### config.mk
export PLATFORM = sky130hd
export DESIGN_NAME = int_vect_ctrl
export DESIGN_NICKNAME = d
export VERILOG_FILES = /design/src/rtl/int_vect_ctrl_pkg.sv /design/src/rtl/int_prio_arb.sv /design/src/rtl/int_vect_ctrl.sv
export SDC_FILE = /design/constraint.sdc
export NUM_CORES = 1
export LEC_CHECK = 0
export BUFFER_PORTS_ARGS = -buffer_cell sky130_fd_sc_hd__buf_2
export CAP_MARGIN = 20
export CELL_PAD_IN_SITES_DETAIL_PLACEMENT = 0
export CELL_PAD_IN_SITES_GLOBAL_PLACEMENT = 1
export CORE_MARGIN = 2
export CORE_UTILIZATION = 30
export CTS_BUF_LIST = sky130_fd_sc_hd__clkbuf_16
export DETAILED_ROUTE_END_ITERATION = 16
export PLACE_DENSITY = 0.56
export SLEW_MARGIN = 25
export SYNTH_ARGS = -nofsm -noshare
export SYNTH_HDL_FRONTEND = slang
export SYNTH_SLANG_ARGS = --single-unit
### constraint.sdc
create_clock -name clk -period 28.3 [get_ports clk]
set_input_delay 2.83 -clock clk [delete_from_list [all_inputs] [get_ports clk]]
set_output_delay 2.83 -clock clk [all_outputs]
set_load 0.005 [all_outputs]
### src/rtl/int_vect_ctrl_pkg.sv
// Shared definitions for the interrupt vector controller: FSM states,
// entry step limits, priority width and a vector-to-one-hot helper.
package int_vect_ctrl_pkg;

    localparam int NUM_SRC_C = 8;
    localparam int PRI_W     = 3;
    localparam int VEC_W     = 3;
    localparam int FLAG_W    = 16;
    localparam int NUM_STEPS = 9;
    localparam int LAST_STEP = NUM_STEPS - 1;

    typedef enum logic [1:0] {
        ST_IDLE,
        ST_ARB,
        ST_ENTRY,
        ST_ACK
    } state_t;

    // One-hot 16-bit vector flag for a source index.
    function automatic logic [FLAG_W-1:0] vec_onehot(input logic [VEC_W-1:0] vec);
        return FLAG_W'(1) << vec;
    endfunction

endpackage

### src/rtl/int_prio_arb.sv
// Combinational winner select: highest priority among qualifying sources,
// ties resolved towards the lowest index.
module int_prio_arb
    import int_vect_ctrl_pkg::*;
(
    input  logic [NUM_SRC_C-1:0]            qual,
    input  logic [NUM_SRC_C-1:0][PRI_W-1:0] pri_tbl,
    output logic                            found,
    output logic [VEC_W-1:0]                index
);

    logic [PRI_W-1:0] best;

    // Scan upward; only a strictly higher priority displaces the current pick.
    always_comb begin
        found = 1'b0;
        index = '0;
        best  = '0;
        for (int i = 0; i < NUM_SRC_C; i++) begin
            if (qual[i] && (!found || (pri_tbl[i] > best))) begin
                found = 1'b1;
                index = VEC_W'(i);
                best  = pri_tbl[i];
            end
        end
    end

endmodule

### src/rtl/int_vect_ctrl.sv
// Interrupt vector controller: latches level requests, arbitrates at an
// instruction boundary and sequences a nine-step entry ending in a one-cycle
// acknowledge. Define INT_CTRL_NMI_EN to make source 7 non-maskable.
module int_vect_ctrl
    import int_vect_ctrl_pkg::*;
#(
    parameter int NUM_SRC = 8
) (
    input  logic                clk,
    input  logic                rst_n,
    input  logic [NUM_SRC-1:0]  irq_in,
    input  logic [PRI_W-1:0]    psw_pri,
    input  logic                inst_boundary,
    input  logic                step_done,
    input  logic                pri_wr,
    input  logic [VEC_W-1:0]    pri_addr,
    input  logic [PRI_W-1:0]    pri_data,
    output logic [FLAG_W-1:0]   iv_flags,
    output logic [3:0]          counter,
    output logic [NUM_SRC-1:0]  irq_ack,
    output logic                busy
);

    state_t                          state, state_nxt;
    logic [NUM_SRC-1:0]              pending;
    logic [NUM_SRC-1:0]              qual;
    logic [NUM_SRC-1:0][PRI_W-1:0]   pri_tbl;
    logic [VEC_W-1:0]                vec;
    logic                            arb_found;
    logic [VEC_W-1:0]                arb_index;
    logic                            win_found;
    logic [VEC_W-1:0]                win_index;
    logic                            load_vec;
    logic                            last_step;

    assign last_step = (counter == 4'(LAST_STEP));

    // Requests stick until acknowledged; the acknowledge clear beats a new set.
    always_ff @(posedge clk or negedge rst_n) begin
        if (!rst_n) begin
            pending <= '0;
        end else begin
            pending <= (pending | irq_in) & ~irq_ack;
        end
    end

    // Priority table is writable at any time and resets to identity.
    always_ff @(posedge clk or negedge rst_n) begin
        if (!rst_n) begin
            for (int i = 0; i < NUM_SRC; i++) begin
                pri_tbl[i] <= PRI_W'(i);
            end
        end else if (pri_wr) begin
            pri_tbl[pri_addr] <= pri_data;
        end
    end

    // A source qualifies when pending and strictly above the PSW priority.
    always_comb begin
        qual = '0;
        for (int i = 0; i < NUM_SRC; i++) begin
            qual[i] = pending[i] && (pri_tbl[i] > psw_pri);
        end
`ifdef INT_CTRL_NMI_EN
        qual[NUM_SRC-1] = pending[NUM_SRC-1];
`endif
    end

    int_prio_arb u_arb (
        .qual    (qual),
        .pri_tbl (pri_tbl),
        .found   (arb_found),
        .index   (arb_index)
    );

    // The non-maskable source, when enabled, overrides the priority winner.
    always_comb begin
        win_found = arb_found;
        win_index = arb_index;
`ifdef INT_CTRL_NMI_EN
        if (qual[NUM_SRC-1]) begin
            win_index = VEC_W'(NUM_SRC - 1);
        end
`endif
    end

    // FSM state register.
    always_ff @(posedge clk or negedge rst_n) begin
        if (!rst_n) begin
            state <= ST_IDLE;
        end else begin
            state <= state_nxt;
        end
    end

    // Next-state logic; qualification (and so psw_pri) only matters in IDLE/ARB.
    always_comb begin
        state_nxt = state;
        load_vec  = 1'b0;
        case (state)
            ST_IDLE: begin
                if ((|qual) && inst_boundary) begin
                    state_nxt = ST_ARB;
                end
            end
            ST_ARB: begin
                if (win_found) begin
                    state_nxt = ST_ENTRY;
                    load_vec  = 1'b1;
                end else begin
                    state_nxt = ST_IDLE;
                end
            end
            ST_ENTRY: begin
                if (step_done && last_step) begin
                    state_nxt = ST_ACK;
                end
            end
            ST_ACK: begin
                state_nxt = ST_IDLE;
            end
            default: begin
                state_nxt = ST_IDLE;
            end
        endcase
    end

    // Latched vector is captured once per entry and held through ACK.
    always_ff @(posedge clk or negedge rst_n) begin
        if (!rst_n) begin
            vec <= '0;
        end else if (load_vec) begin
            vec <= win_index;
        end
    end

    // Step counter: cleared on entry, saturates at the last step, cleared into ACK.
    always_ff @(posedge clk or negedge rst_n) begin
        if (!rst_n) begin
            counter <= '0;
        end else if (load_vec) begin
            counter <= '0;
        end else if ((state == ST_ENTRY) && step_done) begin
            if (last_step) begin
                counter <= '0;
            end else begin
                counter <= counter + 4'd1;
            end
        end
    end

    // Outputs decode directly from state so reset clears them immediately.
    always_comb begin
        iv_flags = '0;
        irq_ack  = '0;
        if (state == ST_ENTRY) begin
            iv_flags = vec_onehot(vec);
        end
        if (state == ST_ACK) begin
            irq_ack = NUM_SRC'(1) << vec;
        end
    end

    assign busy = (state != ST_IDLE);

endmodule

# Yosys cells after proc, flatten, opt, wreduce, memory -nomap -nowiden
# Index checks and enable logic that the tools add are counted.
[op_classes] magnitude_cmp=17 add_sub_neg=1 n_shift=2 bitwise_logic=3 mux=36 reduce_logical=38 n_eq_ne=6
[ops] cell="$gt A3 B3 Y1" n=15
[ops] cell="$mux W3" n=12
[ops] cell="$bwmux W24" n=1
[ops] cell="$logic_and A1 B1 Y1" n=19
[ops] cell="$mux W16" n=1
[ops] cell="$shl A1 B3 Y16 const A" n=1
[ops] cell="$mux W4" n=3
[ops] cell="$mux W1" n=11
[ops] cell="$mux W2" n=5
[ops] cell="$demux W3 S3" n=1
[ops] cell="$and A8 B8 Y8" n=1
[ops] cell="$mux W8" n=1
[ops] cell="$not A8 Y8" n=1
[ops] cell="$or A8 B8 Y8" n=1
[ops] cell="$pmux W2 S4" n=1
[ops] cell="$reduce_or A8 Y1" n=1
[ops] cell="$shl A1 B3 Y8 const A" n=1
[ops] cell="$logic_not A1 Y1" n=7
[ops] cell="$logic_or A1 B1 Y1" n=7
[ops] cell="$add A4 B1 Y4 const B" n=1
[ops] cell="$eq A2 B2 Y1 const B" n=2
[ops] cell="$eq A4 B4 Y1 const B" n=1
[ops] cell="$lt A3 B4 Y1 const B" n=1
[ops] cell="$ne A2 B2 Y1 const B" n=2
[ops] cell="other kinds (5)" n=6
[word_totals] register_bits=41 word_cells=115 input_bits=22

# Depth between registers and ports, before layout
[depth] depth_word=34 ltp_mapped=61 mapped_depth_nobuf=59

# Cells and area by module
# A second synthesis with hierarchy kept.
[unflattened] hier_cells=363 hier_area_um2=3359.5
[modules_own_cells] mod="int_vect_ctrl" area_each_um2=2362.3 seq_area_each_um2=1041.0 n_inst=1 cells_each=225
[modules_own_cells] mod="int_prio_arb" area_each_um2=997.2 seq_area_each_um2=0.0 n_inst=1 cells_each=138

# Worst setup path after synthesis
# OpenSTA, ideal clock, no wires.
[synth_path] path_type="input to register" start="in psw_pri[1]" end="reg vec[1]" arrival_ns=11.688 required_ns=28.153 setup_ns=0.147 setup_slack_ns=16.465 path_stages=57 n_path_buf=1 path_cell_list="inv_1 -> ha_1 -> nor2b_4 -> o31ai_2 -> nor2_1 -> nand2_1 -> ha_1 -> nor2b_1 -> o21a_1 -> o21a_1 -> a21oi_1 -> a22o_1 -> inv_1 -> ha_1 -> nor2b_1 -> o21ai_0 -> a32oi_1 -> a21oi_4 -> (+21 left out) -> a21oi_1 -> a311o_1 -> o21ai_2 -> a311oi_1 -> a21oi_1 -> ha_1 -> a21o_1 -> a21oi_1 -> a311oi_1 -> nor2_1 -> nand2_1 -> o22ai_1 -> ha_1 -> a21o_1 -> a21oi_1 -> a31oi_1 -> a211oi_1 -> a31oi_1"
[synth_via] elab_chain_cells=33 elab_cells_between_ends=67 cone_classes="order compare: 15; mux: 23; reduce/logical: 29"
[synth_lines] element="from (decl)" line_no="int_vect_ctrl.sv:12" text="input logic [PRI_W-1:0] psw_pri,"
[synth_lines] element="$gt A3 B3 Y1" line_no="int_vect_ctrl.sv:62" text="qual[i] = pending[i] && (pri_tbl[i] > psw_pri);"
[synth_lines] element="$logic_and A1 B1 Y1" line_no="int_vect_ctrl.sv:62"
[synth_lines] element="$mux W3 or $mux W1 (tied branches)" line_no="int_prio_arb.sv:20" text="if (qual[i] && (!found || (pri_tbl[i] > best))) begin"
[synth_lines] element="$gt A3 B3 Y1 or $logic_not A1 Y1 (tied branches)" line_no="int_prio_arb.sv:20"
[synth_lines] element="$logic_or A1 B1 Y1" line_no="int_prio_arb.sv:20"
[synth_lines] element="$logic_and A1 B1 Y1" line_no="int_prio_arb.sv:20"
[synth_lines] element="$mux W3 or $mux W1 (tied branches)" line_no="int_prio_arb.sv:20"
[synth_lines] element="$gt A3 B3 Y1 or $logic_not A1 Y1 (tied branches)" line_no="int_prio_arb.sv:20"
[synth_lines] element="(+17 left out)"
[synth_lines] element="$logic_and A1 B1 Y1" line_no="int_prio_arb.sv:20"
[synth_lines] element="$mux W3 or $mux W1 (tied branches)" line_no="int_prio_arb.sv:20"
[synth_lines] element="$gt A3 B3 Y1 or $logic_not A1 Y1 (tied branches)" line_no="int_prio_arb.sv:20"
[synth_lines] element="$logic_or A1 B1 Y1" line_no="int_prio_arb.sv:20"
[synth_lines] element="$logic_and A1 B1 Y1" line_no="int_prio_arb.sv:20"
[synth_lines] element="$mux W1" line_no="int_prio_arb.sv:20"
[synth_lines] element="$mux W1" line_no="int_vect_ctrl.sv:107" text="if (win_found) begin"
[synth_lines] element="$mux W1" line_no="int_vect_ctrl.sv:100" text="case (state)"
[synth_lines] element="to (signal assigned)" line_no="int_vect_ctrl.sv:133" text="vec <= win_index;"
[synth_lines] element="to (decl)" line_no="int_vect_ctrl.sv:28" text="logic [VEC_W-1:0] vec;"
# Parallel ways exist; a longest one is shown, timed or not.
# A chain may end at the register's enable or synchronous reset.

# Worst setup path in the final report
[layout_path] start="in psw_pri[1]" end="reg vec[2]"
# The elaborated chain is that of the path after synthesis.

==> flow_summary_export.csv <==
group,metric,value,unit
outcome,status,"completed",
critical_path,arrival,13.25,ns
global_route,gr-usage-all-layers,0.1610,
layout,fin_nets,477,
clocking,cts-root-buf,"clkbuf_16",
power,power_density,99.08,nW/um2
worst_hold_path,hp-class,"reg2reg",
critical_path,critPathLaunchType,"primary input",
timing,worst_pin_slew,0.7828,ns
layout,area_growth,13.99,%
timing,finalCritPeriodShare,0.4636,
route,wl,8997,um
critical_path,crit_top_cell,"ha_1",
synthesis,synthDistinctLibCells,49,
global_route,grt_remaining_overflow,0,
timing,finClkSkew,0.004705,ns
synthesis,synth_ff_type,"dfrtp_1",
critical_path,cp.required,28.43,ns
clocking,cts_tree,"done",
layout,regArea,1041,um2
power,p_leak,1.712,nW
floorplan,fp.dieH,108.6,um
timing,hold_violations,0,
critical_path,critPathBufInv,3,
timing,setup_violations,0,
critical_path,end_kind,"register",
critical_path,slowest_delay,0.43,ns
floorplan,initial_core_util,0.3055,
synthesis,ys_async_sr_fraction,1.000,
clocking,worstSkewPairLatency,0.28,ns
flow_run,drv_cap,0,
timing,tns,0,ns
route,viasPerCell,5.009,
synthesis,syn_area_per_cell,9.020,um2
synthesis,syn_inst,364,
layout,nFillCells,1164,
synthesis,synth.top_cells.by_area,"dfrtp_1, ha_1, dfstp_2",
global_route,grt_pass1_wl,14360,um
synthesis,synth_edf_count,0,
placed_design,place_congestion,0.7941,
synthesis,yosysTopAreaCell,"dfrtp_1",
route,drtIter0Drc,130,
timing,fmaxAchievable,76.23,MHz
route,drc,0,
clocking,cts_hold_buf,0,
synthesis,yosysSeqAreaShare,0.3171,
placed_design,place.detailed.hpwl,7071,um
synthesis,synth_top_area_frac,0.2210,
timing,grt_setup_unrepaired,"false",
clocking,cts_resized,0,
route,routedWlPerCell,16.39,um
global_route,grt_max_degree,42,
floorplan,die_x,108.6,um
clocking,post_cts_buffers,0,
floorplan,rows,38,
clocking,clk_pin_slew,0.06,ns
route,vias,2750,
layout,drive_above_1_share,0.2298,
layout,n_antenna_cell,0,
floorplan,die-area,11800,um2
clocking,cts_max_path_buffers,2,
clocking,htreeDepth,2,
synthesis,ys_seq_elements,41,
synthesis,syn_area,3283,um2
critical_path,path_delay_family,"compound AO/OA/AOI/OAI gates",
timing,post-route-min-period,13.12,ns
timing,timing_max_transition_violations_final,0,
global_route,antenna_found_initial,0,
route,ant_nets,0,
floorplan,core,10750,um2
timing,max_slew_margin,0.4776,
placed_design,portBuffers,42,
clocking,cts_buffers,5,
layout,multi_input_comb_area,2076,um2
placed_design,placed_cell_area,3603,um2
synthesis,yosys_warnings,0,
critical_path,cp_max_fo,10,
critical_path,cp_slowest_cell,"nor2_1",
layout,fin_area,3742,um2
critical_path,crit_type,"in2reg",
power,ir_drop,0.03175,mV
global_route,grt_pass1_vias,2724,
route,dr.pass1.iters,4,
floorplan,boundaryPins,51,
clocking,cts.sink_count,41,
## state kept, by name (all words and copies together) (netlist names), named ones only
signal,cells
pri_tbl,24
pending,8
counter,4
vec,3
state,1
## placed cells by master, fill, tap and decap left out, types with 4 or more instances in the layout
master     instances
nor2_1            53
ha_1              47
buf_2             41
inv_1             29
dfrtp_1           29
nand2_1           23
o21ai_0           21
mux2_2            20
nand3_1           14
a21oi_1           14
dfstp_2           12
nor3_1            10
nor2b_1            8
conb_1             8
nand2b_1           6
a21o_1             5
or2_2              5
clkbuf_16          5
o2111ai_1          4
a31oi_1            4
o22ai_1            4
## worst register-to-register path: cells and delay by family (launching register included)
kind	cells	cell delay, ns
compound gates	32	5.03
simple gates	14	2.76
fa+ha+maj	8	2.17
flops	1	0.43
buf+inv	1	0.06
## logic make-up after synthesis
group                      count (synthesis)  synth area share
muxes                                     22           0.07622
and+or+nand+nor                          135            0.1997
buffers and inverters                     39           0.05869
DFF                                       41            0.3171
other                                      1          0.001142
AOI/OAI and AO/OA                         79            0.1681
adders and majority gates                 47            0.1791
## cells in the mapped netlist (all sizes together) (3+ instances only)
cell type and instances:
nand2 23, o2111ai 4, buf 10, a21o 5, a32oi 3, o21a 3, nand4b 3, nand2b 6
o22ai 4, dfstp 12, or2 7, o221ai 3, o31ai 3, ha 47, inv 27, a31oi 4
nor3 10, a21oi 15, dfrtp 29, nor2 53, o21ai 22, mux2 21, a311oi 4, nand3 14
nor2b 10
## stage by stage
step           instances  setup slack (ns)  hold WS [ns]  utilization  power (W)
2_1_floorplan        371             16.46        0.4575            -  0.0002621
3_3_place_gp         541             15.03        0.4849       0.3354  0.0003148
3_5_place_dp         541             14.93        0.4966       0.3354  0.0003160
4_1_cts              549             15.18        0.5114       0.3480  0.0003739
5_1_grt              549             14.18        0.5487       0.3483  0.0004082
6_report             549             15.18        0.5012       0.3483  0.0003708
## path summary, 6_finish.rpt
check | to | cells after the start | slack [ns] | startpoint
setup / recovery | vec[2]$_DFFE_PN0P_ | 57 | 15.18 | psw_pri[1]
hold / removal | pending[6]$_DFF_PN0_ | 2 | 0.50 | pending[6]$_DFF_PN0_
min in group asynchronous | pending[7]$_DFF_PN0_ | 1 | 2.52 | rst_n
max in group asynchronous | pri_tbl[3]$_DFFE_PN1P_ | 1 | 25.37 | rst_n
setup reg to reg | vec[2]$_DFFE_PN0P_ | 55 | 17.71 | pri_tbl[1]$_DFFE_PN0P_
hold reg to reg | pending[6]$_DFF_PN0_ | 2 | 0.50 | pending[6]$_DFF_PN0_
## power by group
part | switching, W | internal (W) | total (W)
clock network | 0.0000230 | 0.0000318 | 0.0000547
logic | 0.000125 | 0.0000977 | 0.000223
registers | 0.0000180 | 0.0000755 | 0.0000935
total | 0.000166 | 0.000205 | 0.000371
## layer usage
layer | global-route usage | vias to the layer above | wire length, um
li1 | - | 1386 | -
met1 | 0.2234 | 1279 | 4498
met2 | 0.2554 | 70 | 3946
met3 | 0.02212 | 15 | 329
met4 | 0.05861 | 0 | 223
met5 | 0 | - | 0
## cell type report
cell class | count | share of cell area
multi-input cells | 291 | 0.5547
flip-flops and latches | 41 | 0.2782
repair buffers | 42 | 0.05684
well taps | 140 | 0.04681
clock buffers | 5 | 0.03343
inverters | 27 | 0.02708
clock inverters | 3 | 0.003009
Power figures use the tool's default switching activity.
